--- config.mk ---
export PLATFORM = sky130hd
export DESIGN_NAME = led_fade_engine
export DESIGN_NICKNAME = d
export VERILOG_FILES = /design/src/rtl/led_fade_engine.sv
export SDC_FILE = /design/constraint.sdc
export NUM_CORES = 1
export LEC_CHECK = 0
export CORE_ASPECT_RATIO = 0.9
export CORE_MARGIN = 1.5
export CORE_UTILIZATION = 55
export CTS_CLUSTER_SIZE = 10
export DETAILED_ROUTE_END_ITERATION = 16
export PLACE_DENSITY = 0.74
export SLEW_MARGIN = 40
export SYNTH_ARGS = -nofsm -noshare
export SYNTH_HDL_FRONTEND = slang
export SYNTH_SLANG_ARGS = --single-unit
--- constraint.sdc ---
create_clock -name clock -period 6.6 [get_ports clock]
set_input_delay 1.32 -clock clock [delete_from_list [all_inputs] [get_ports clock]]
set_output_delay 1.32 -clock clock [all_outputs]
set_load 0.05 [all_outputs]
--- src/rtl/led_fade_engine.sv ---
// Multi-channel PWM LED fader: one shared PWM counter, per-channel level and fade FSM.
// Optional LED_FADE_GAMMA_EN: squared-level comparison via one time-multiplexed multiplier.
module led_fade_engine #(
    parameter int CHANNELS    = 4,
    parameter int PWM_BITS    = 8,
    parameter int PERIOD_BITS = 3
) (
    input  logic                   clock,
    input  logic                   reset,
    input  logic                   io_cmd_valid,
    output logic                   io_cmd_ready,
    input  logic [3:0]             io_cmd_chan,
    input  logic [1:0]             io_cmd_op,
    input  logic [PERIOD_BITS-1:0] io_cmd_period,
    output logic [CHANNELS-1:0]    io_out,
    output logic [CHANNELS-1:0]    io_busy,
    output logic [CHANNELS-1:0]    io_done
);

    localparam int DIV_BITS = (1 << PERIOD_BITS) - 1;
    localparam logic [PWM_BITS-1:0] MAX = '1;

    localparam logic [1:0] OP_SET_OFF  = 2'd0;
    localparam logic [1:0] OP_SET_ON   = 2'd1;
    localparam logic [1:0] OP_FADE_IN  = 2'd2;

    typedef enum logic [1:0] {ST_OFF, ST_FADE_IN, ST_ON, ST_FADE_OUT} fade_state_t;

    logic [PWM_BITS-1:0]    counter;
    logic                   frame_end;

    logic                   cmd_pending;
    logic [3:0]             cmd_chan;
    logic [1:0]             cmd_op;
    logic [PERIOD_BITS-1:0] cmd_period;

    fade_state_t            state_q [CHANNELS];
    fade_state_t            state_d [CHANNELS];
    logic [PWM_BITS-1:0]    level_q [CHANNELS];
    logic [PWM_BITS-1:0]    level_d [CHANNELS];
    logic [DIV_BITS-1:0]    div_q   [CHANNELS];
    logic [DIV_BITS-1:0]    div_d   [CHANNELS];
    logic [PERIOD_BITS-1:0] per_q   [CHANNELS];
    logic [PERIOD_BITS-1:0] per_d   [CHANNELS];
    logic [CHANNELS-1:0]    done_q;
    logic [CHANNELS-1:0]    done_d;

    function automatic logic [DIV_BITS-1:0] step_limit(input logic [PERIOD_BITS-1:0] p);
        logic [DIV_BITS:0] span;
        span = ({{DIV_BITS{1'b0}}, 1'b1} << p) - 1'b1;
        return span[DIV_BITS-1:0];
    endfunction

    always_ff @(posedge clock or posedge reset) begin
        if (reset) begin
            counter <= '0;
        end else begin
            counter <= counter + 1'b1;
        end
    end

    assign frame_end = (counter == MAX);

    // A command is held for exactly one cycle, which is what drops ready for that cycle.
    always_ff @(posedge clock or posedge reset) begin
        if (reset) begin
            cmd_pending <= 1'b0;
            cmd_chan    <= '0;
            cmd_op      <= '0;
            cmd_period  <= '0;
        end else if (io_cmd_valid && !cmd_pending) begin
            cmd_pending <= 1'b1;
            cmd_chan    <= io_cmd_chan;
            cmd_op      <= io_cmd_op;
            cmd_period  <= io_cmd_period;
        end else begin
            cmd_pending <= 1'b0;
        end
    end

    assign io_cmd_ready = !cmd_pending;

    always_ff @(posedge clock or posedge reset) begin
        if (reset) begin
            for (int i = 0; i < CHANNELS; i++) begin
                state_q[i] <= ST_OFF;
                level_q[i] <= '0;
                div_q[i]   <= '0;
                per_q[i]   <= '0;
            end
            done_q <= '0;
        end else begin
            for (int i = 0; i < CHANNELS; i++) begin
                state_q[i] <= state_d[i];
                level_q[i] <= level_d[i];
                div_q[i]   <= div_d[i];
                per_q[i]   <= per_d[i];
            end
            done_q <= done_d;
        end
    end

    // An applied command takes priority over a fade step in the same cycle.
    always_comb begin
        done_d = '0;
        for (int i = 0; i < CHANNELS; i++) begin
            state_d[i] = state_q[i];
            level_d[i] = level_q[i];
            div_d[i]   = div_q[i];
            per_d[i]   = per_q[i];
            if (cmd_pending && cmd_chan == 4'(i)) begin
                case (cmd_op)
                    OP_SET_OFF: begin
                        level_d[i] = '0;
                        state_d[i] = ST_OFF;
                    end
                    OP_SET_ON: begin
                        level_d[i] = MAX;
                        state_d[i] = ST_ON;
                    end
                    OP_FADE_IN: begin
                        per_d[i] = cmd_period;
                        div_d[i] = '0;
                        if (level_q[i] == MAX) begin
                            state_d[i] = ST_ON;
                            done_d[i]  = 1'b1;
                        end else begin
                            state_d[i] = ST_FADE_IN;
                        end
                    end
                    default: begin
                        per_d[i] = cmd_period;
                        div_d[i] = '0;
                        if (level_q[i] == '0) begin
                            state_d[i] = ST_OFF;
                            done_d[i]  = 1'b1;
                        end else begin
                            state_d[i] = ST_FADE_OUT;
                        end
                    end
                endcase
            end else if (frame_end && (state_q[i] == ST_FADE_IN || state_q[i] == ST_FADE_OUT)) begin
                if (div_q[i] == step_limit(per_q[i])) begin
                    div_d[i] = '0;
                    if (state_q[i] == ST_FADE_IN) begin
                        if (level_q[i] != MAX) begin
                            level_d[i] = level_q[i] + 1'b1;
                        end
                        if (level_d[i] == MAX) begin
                            state_d[i] = ST_ON;
                            done_d[i]  = 1'b1;
                        end
                    end else begin
                        if (level_q[i] != '0) begin
                            level_d[i] = level_q[i] - 1'b1;
                        end
                        if (level_d[i] == '0) begin
                            state_d[i] = ST_OFF;
                            done_d[i]  = 1'b1;
                        end
                    end
                end else begin
                    div_d[i] = div_q[i] + 1'b1;
                end
            end
        end
    end

`ifdef LED_FADE_GAMMA_EN
    localparam int SEL_BITS = (CHANNELS > 1) ? $clog2(CHANNELS) : 1;

    logic [SEL_BITS-1:0]     gamma_sel;
    logic [2*PWM_BITS-1:0]   square;
    logic [PWM_BITS-1:0]     eff_q [CHANNELS];

    assign square = level_q[gamma_sel] * level_q[gamma_sel];

    // One channel's effective level is refreshed per cycle, round-robin.
    always_ff @(posedge clock or posedge reset) begin
        if (reset) begin
            gamma_sel <= '0;
            for (int i = 0; i < CHANNELS; i++) begin
                eff_q[i] <= '0;
            end
        end else begin
            eff_q[gamma_sel] <= (level_q[gamma_sel] == MAX) ? MAX : square[2*PWM_BITS-1:PWM_BITS];
            gamma_sel <= (gamma_sel == SEL_BITS'(CHANNELS - 1)) ? '0 : gamma_sel + 1'b1;
        end
    end

    always_comb begin
        io_out  = '0;
        io_busy = '0;
        for (int i = 0; i < CHANNELS; i++) begin
            io_out[i]  = (level_q[i] == MAX) || (counter < eff_q[i]);
            io_busy[i] = (state_q[i] == ST_FADE_IN) || (state_q[i] == ST_FADE_OUT);
        end
    end
`else
    always_comb begin
        io_out  = '0;
        io_busy = '0;
        for (int i = 0; i < CHANNELS; i++) begin
            io_out[i]  = (level_q[i] == MAX) || (counter < level_q[i]);
            io_busy[i] = (state_q[i] == ST_FADE_IN) || (state_q[i] == ST_FADE_OUT);
        end
    end
`endif

    assign io_done = done_q;

endmodule
==> qor.csv, run 1 <==
metric,value,unit
Worst EP required,5.28,ns
via count,7876,
first-pass GRT wire length,35770,um
die width,134.1,um
I/O pins,25,
DRT Wirelength,21340,um
Buf/Inv on CP,2,
arrival time worst endpoint,3.16,ns
H-tree Lvls,3,
Yosys Warn Count,0,
Final Hold Fails,0,
Simple-Gate Fraction of Synth Area,0.2499,
Synth top area share,0.2998,
Pre-antenna DRT Iters,5,
Pleak,3.747,nW
compound-cell area share of the yosys netlist,0.2375,
combinational share of power,0.567,
post-DP HPWL,15130,um
multiplexer area fraction after synthesis,0.04218,
grt ovf,0,
syn_nets,1127,
peak supply drop,0.2857,mV
CP Launch Type,flop,
Setup WS pre-CTS,2.512,ns
Post-synth EDFFs,0,
setup ws final,2.120,ns
CP endpoint kind,primary output,
largest net degree at the start of global routing,60,
critical-path maximum fanout,10,
GRT Util Overall,0.2737,
"Top cell by count, worst path",a21o_1,
largest family of logic cells by synthesized area,simple AND/OR/NAND/NOR gates,
Pwr Density,421.9,nW/um2
Seq cells post-synth,102,
Post-synth ARST share,1.000,
Die ar.,16240,um2
status,"complete, no violations",
area grow syn2layout,5.805,%
CTS tree,built,
Worst path slowest cell,clkdlybuf4s50_1,
Initial Utilization,0.5704,
Mapped Avg Cell Area,7.956,um2
Slew HR,0.4488,
post-CTS setup buffers,0,
DRC viols,0,
XOR/XNOR Fraction of Synth Area,0.04821,
Clock Tree Root,clkbuf_16,
DR vias/cell,6.372,
Least-Margin Pin Slew,0.8251,ns
Tmin final,4.480,ns
period utilisation layout,0.6788,
Crit path max-delay family,buffers and inverters,
Routed wire per std cell,17.26,um
core area,14920,um2
dominant cells by area after synthesis,"dfrtp_1 30%, ha_1 6.6%, nand2_1 4.5%, nor2_1 4.0%, a21oi_1 3.4%",
row cnt,42,
RSZ-0062 raised after global routing,false,
initial antenna violation count,0,
"Seq/Total Area, Yosys",0.2998,
cts hold-fix bufs,0,
fin nets,1090,
Max Fclk,223.2,MHz
FILL cells,1318,
diode count,0,
critical path type,flop to primary output,
Max-Cap Viols,0,
clock share of power,0.135,
final setup vio count,0,
CTS clock-pin slew for the worst setup and hold paths,0.07,ns
Reg power frac,0.298,
top_reg_cell synth,dfrtp_1,
Mapped Area,8513,um2
setup TNS,0,ns
"area leader, netlist",dfrtp_1,
drt initial violations,715,
Mapped Cells,1070,
clk_skew,0.009824,ns
internal power,1.927,mW
Buffers on Ports,24,
CP max stage delay,0.86,ns
layout cells sized above 1,0.05780,
post-cts sizing count,0,
Final ANT Viol Nets,0,
Synth cell types,81,
switch share,0.4929,
NetSw,1.873,mW
CTS Buf Count,9,
clk buf depth,2,
clock latency at the later pin of the worst-skew pair,0.36,ns
Adder-Cell Fraction of Synth Area,0.06614,
CTS sink count,102,
vias in the first global route,7139,
Die Span Y,121.0,um
Hold WC Path Type,flop to flop,
crit path cell chain,inv_1 -> ha_1 -> a21o_1 -> a21o_1 -> a21o_1 -> a211oi_1 -> o21ai_1 -> o211ai_1 -> clkdlybuf4s50_1,
Final Slew Violations,0,
Routability Congestion,0.9678,
[synth_stat cells, drive strengths merged, types with 4 or more instances]
cell type	count
a21o	21
a211oi	9
a31oi	19
mux2	23
xnor2	25
nor2b	18
o22ai	8
o311ai	5
dfrtp	102
a41oi	4
nor3b	6
or3	14
xor2	21
nand2	104
a22o	10
o21ai	76
buf	16
a221oi	7
mux2i	10
and3	16
a21oi	58
a311o	4
nand4	10
nor3	38
o211ai	18
nor4	11
o31ai	10
o221ai	9
nand2b	22
nor2	91
inv	44
and2	6
ha	45
a22oi	5
and4	5
nand3	57
clkbuf	61
o21a	8
or4	4
[layout make-up]
class	count	area [um2]	area share
Tap cell	198	247.7	0.02750
Clock buffer	11	242.7	0.02695
Sequential cell	102	2552	0.2834
Multi-Input combinational cell	847	5484	0.6088
Inverter	44	167.7	0.01861
Clock inverter	5	35.03	0.003889
Timing Repair Buffer	29	277.8	0.03084
[routing by layer]
metal / GRT usage / routed length (um)
met4: 0.08468 / 316
met2: 0.4249 / 9515
met1: 0.3828 / 9813
met3: 0.05931 / 1693
met5: 0 / 0
[flip-flops by register name, indices dropped and copies added (netlist names), 2 cells and up]
name	count
cmd_op	2
div_q	28
per_q	12
counter	8
level_q	32
cmd_chan	4
cmd_period	3
io_done	4
state_q	8
[kinds of logic after synthesis]
logic type,count (synthesis)
and+or+nand+nor,420
AOI/OAI and AO/OA,303
buffers and inverters,121
DFF,102
xor gates and xnor gates,46
adders and majority gates,45
muxes,33
[worst reg2reg max path, stage by stage, from the launching register on]
cell	delay (ns)
dfrtp_1	0.52
inv_1	0.22
ha_1	0.35
or4b_1	0.60
nor4_2	0.60
a22oi_1	0.19
nor3_1	0.18
a31oi_1	0.18
o211ai_1	0.21
o211ai_1	0.11
[power by group through the flow]
| stage | Clock [mW] | Sequential [mW] | Combinational (mW) |
|---|---|---|---|
| floorplan | 0 | 0.874 | 1.93 |
| global placement | 0 | 1.12 | 2.11 |
| detailed placement | 0 | 1.13 | 2.12 |
| CTS | 0.530 | 1.12 | 2.14 |
| global route | 0.553 | 1.17 | 2.40 |
| finish | 0.513 | 1.13 | 2.16 |
[metrics by stage]
stage                     power, mW  area [um2]  utilization  std cells  hold slack (ns)
after floorplan               2.808        8513            -       1070           0.4700
after global placement        3.234        8727       0.5848       1220           0.5264
after detailed placement      3.253        8727       0.5848       1220           0.5279
after CTS                     3.787        9005       0.6034       1236           0.5444
after global routing          4.125        9007       0.6035       1236           0.5700
final                         3.801        9007       0.6035       1236           0.5437
[path summary, 6_finish.rpt]
| kind | from | endpoint | slack (ns) | cells after the start |
|---|---|---|---|---|
| max reg2reg | level_q[16]$_DFFE_PP0P_ | state_q[5]$_DFFE_PP0P_ | 3.33 | 9 |
| min reg2reg | state_q[1]$_DFFE_PP0P_ | state_q[1]$_DFFE_PP0P_ | 0.54 | 2 |
| max in group asynchronous | reset | per_q[3]$_DFFE_PP0P_ | 4.08 | 3 |
| max | level_q[17]$_DFFE_PP0P_ | io_out[1] | 2.12 | 9 |
| min in group asynchronous | reset | cmd_period[2]$_DFFE_PP0P_ | 1.45 | 2 |
| min | state_q[1]$_DFFE_PP0P_ | state_q[1]$_DFFE_PP0P_ | 0.54 | 2 |
[placed cells by master (no fill, tap or decap), drive strengths merged, types with 5 or more instances in the layout]
cell type	count
o211ai	18
nand2b	22
and3	16
clkbuf	11
a21oi	58
a31oi	19
nor2	91
nand2	104
buf	5
or3	14
o21a	8
nor2b	18
o22ai	8
a22o	10
dfrtp	102
nor3	38
o21ai	76
a22oi	5
nor4	11
o311ai	5
clkdlybuf4s50	24
and2	6
xor2	21
nor3b	6
o221ai	9
nand3	57
a21o	21
nand4	10
ha	45
and4	5
o31ai	10
inv	44
mux2i	10
mux2	23
a211oi	9
a221oi	7
xnor2	25
Power figures use the tool's default switching activity.
==> inputs of run 2 (changes only) <==
- PLACE_DENSITY: 0.74 -> 0.77
- clock period: 6.6 -> 3.68 ns (I/O delays scaled with it)
==> qor.csv, run 2 (synthesis results as in run 1) <==
metric,value,unit,change
status,"complete, no violations",,
area of the multi-input gates,5492,um2,+0.14%
peak supply drop,0.4345,mV,+52%
Buf/Inv on CP,1,,-1
CTS sink count,102,,unchanged
GRT Util Overall,0.2733,,-0.0003707
Initial Utilization,0.5704,,unchanged
period utilisation layout,0.9051,,
post-CTS setup buffers,0,,unchanged
DR vias/cell,6.389,,+0.26%
Pwr Total,6.824,mW,+80%
cts hold-fix bufs,0,,unchanged
RSZ-0062 raised after global routing,false,,
critical path type,flop to primary output,,
dpl cells,1227,,+0.57%
Max-Cap Viols,0,,unchanged
Worst path slowest cell,dfrtp_1,,
Hold WC Path Type,flop to flop,,
Reg power frac,0.294,,-0.004
Max Fclk,300.2,MHz,
Final Hold Fails,0,,unchanged
Worst EP required,2.94,ns,-2.34 ns
DRT Wirelength,21250,um,-0.43%
fin util,0.6066,,+0.003018
CTS tree,built,,
Pwr Density,753.9,nW/um2,+79%
Clock Tree Root,clkbuf_16,,
Post-Layout Cell Count,1242,,+0.49%
CTS Buf Count,9,,unchanged
I/O pins,25,,unchanged
NetSw,3.351,mW,+79%
diode count,0,,unchanged
FILL cells,1391,,+5.5%
clk_skew,0.008911,ns,-0.0009134 ns
flop2flop setup slack,0.54,ns,-2.79 ns
via count,7935,,+0.75%
fin nets,1097,,+0.64%
Final ANT Viol Nets,0,,unchanged
most frequent cells in the layout,"103 x nand2_1, 102 x dfrtp_1, 91 x nor2_1",,
Pleak,3.778,nW,+0.84%
setup TNS,0,ns,unchanged
initial antenna violation count,0,,unchanged
Pre-antenna DRT Iters,6,,+1
die width,134.1,um,unchanged
post-DP HPWL,15020,um,-0.68%
"most common cell after layout, fill and taps aside",nand2_1,,
Crit path max-delay family,simple AND/OR/NAND/NOR gates,,
H-tree Lvls,3,,unchanged
critical-path maximum fanout,9,,-1
post-cts sizing count,0,,unchanged
max reg flops,32,,unchanged
vias in the first global route,7083,,-0.78%
row cnt,42,,unchanged
Die Span Y,121.0,um,unchanged
flip-flop and latch area,2552,um2,unchanged
Least-Margin Pin Slew,0.8576,ns,+0.03250 ns
CP Launch Type,flop,,
grt ovf,0,,unchanged
Die ar.,16240,um2,unchanged
area grow syn2layout,6.334,%,
Final Slew Violations,0,,unchanged
combinational share of power,0.576,,+0.009
largest net degree at the start of global routing,56,,-6.7%
final setup vio count,0,,unchanged
Regs by FF count,"level_q (32), div_q (28), per_q (12)",,
first-pass GRT wire length,35690,um,-0.23%
CP endpoint kind,primary output,,
clock share of power,0.130,,-0.005
CP max stage delay,0.51,ns,-0.35 ns
Top reg by flops,level_q,,
switch share,0.4910,,-0.001910
DRC viols,0,,unchanged
Slew HR,0.4271,,-0.02165
crit path cell chain,ha_1 -> nand2_1 -> nor3_1 -> nand4_1 -> o211ai_1 -> buf_4,,
CTS clock-pin slew for the worst setup and hold paths,0.06,ns,about the same
clk buf depth,2,,unchanged
layout cells sized above 1,0.06705,,+0.009246
setup ws final,0.3493,ns,-1.771 ns
Routed wire per std cell,17.11,um,-0.91%
core area,14920,um2,unchanged
Tmin final,3.331,ns,
Routability Congestion,0.9582,,-0.99%
arrival time worst endpoint,2.59,ns,-0.57 ns
Setup WS pre-CTS,0.5616,ns,-1.951 ns
clock latency at the later pin of the worst-skew pair,0.37,ns,about the same
drt initial violations,793,,+11%
internal power,3.473,mW,+80%
Buffers on Ports,24,,unchanged
[run 2: final timing paths]
path | from | to | cells after the start
worst max-delay path | level_q[1]$_DFFE_PP0P_ | io_out[3] | 6
worst min-delay path | div_q[6]$_DFFE_PP0P_ | div_q[6]$_DFFE_PP0P_ | 1
worst max register to register | per_q[1]$_DFFE_PP0P_ | level_q[5]$_DFFE_PP0P_ | 9
worst min register to register | div_q[6]$_DFFE_PP0P_ | div_q[6]$_DFFE_PP0P_ | 1
max in group asynchronous | reset | io_done[3]$_DFF_PP0_ | 3
min in group asynchronous | reset | level_q[22]$_DFFE_PP0P_ | 2
[run 2: layout make-up]
| type | instances | share of cell area |
|---|---|---|
| timing repair buffer | 36 | 0.03677 |
| clock buffer | 11 | 0.02571 |
| tap | 198 | 0.02737 |
| multi-input combinational | 847 | 0.6066 |
| clock inverter | 4 | 0.002764 |
| inverter | 44 | 0.01880 |
| sequential | 102 | 0.2820 |
[run 2: power groups by stage]
stage | combinational [mW] | clock [mW] | sequential [mW]
finish | 3.93 | 0.887 | 2.01
global route | 4.36 | 0.952 | 2.07
CTS | 3.88 | 0.913 | 1.98
detailed placement | 3.86 | 0 | 2.00
global placement | 3.79 | 0 | 1.99
floorplan | 3.47 | 0 | 1.57
[run 2: worst register-to-register path, delay by kind of cell (launching register included)]
kind	cells	cell delay [ns]
fa+ha+maj	1	0.32
flops	1	0.49
simple gates	2	0.71
xor+xnor	2	0.34
compound gates	4	1.18
[run 2: routing by layer]
layer / global-route usage / routed length [um] / vias up
met5: 0 / 0 / -
met4: 0.09610 / 367 / 0
met3: 0.05848 / 1935 / 32
met2: 0.4011 / 8985 / 323
met1: 0.3973 / 9960 / 3720
li1: - / - / 3860
[run 2: metrics by stage]
stage | hold slack, ns | instance area [um2]
after detailed placement | 0.5099 | 8788
final | 0.5177 | 9052
after floorplan | 0.4700 | 8513
after CTS | 0.5212 | 9046
after global placement | 0.5052 | 8782
after global routing | 0.5388 | 9052
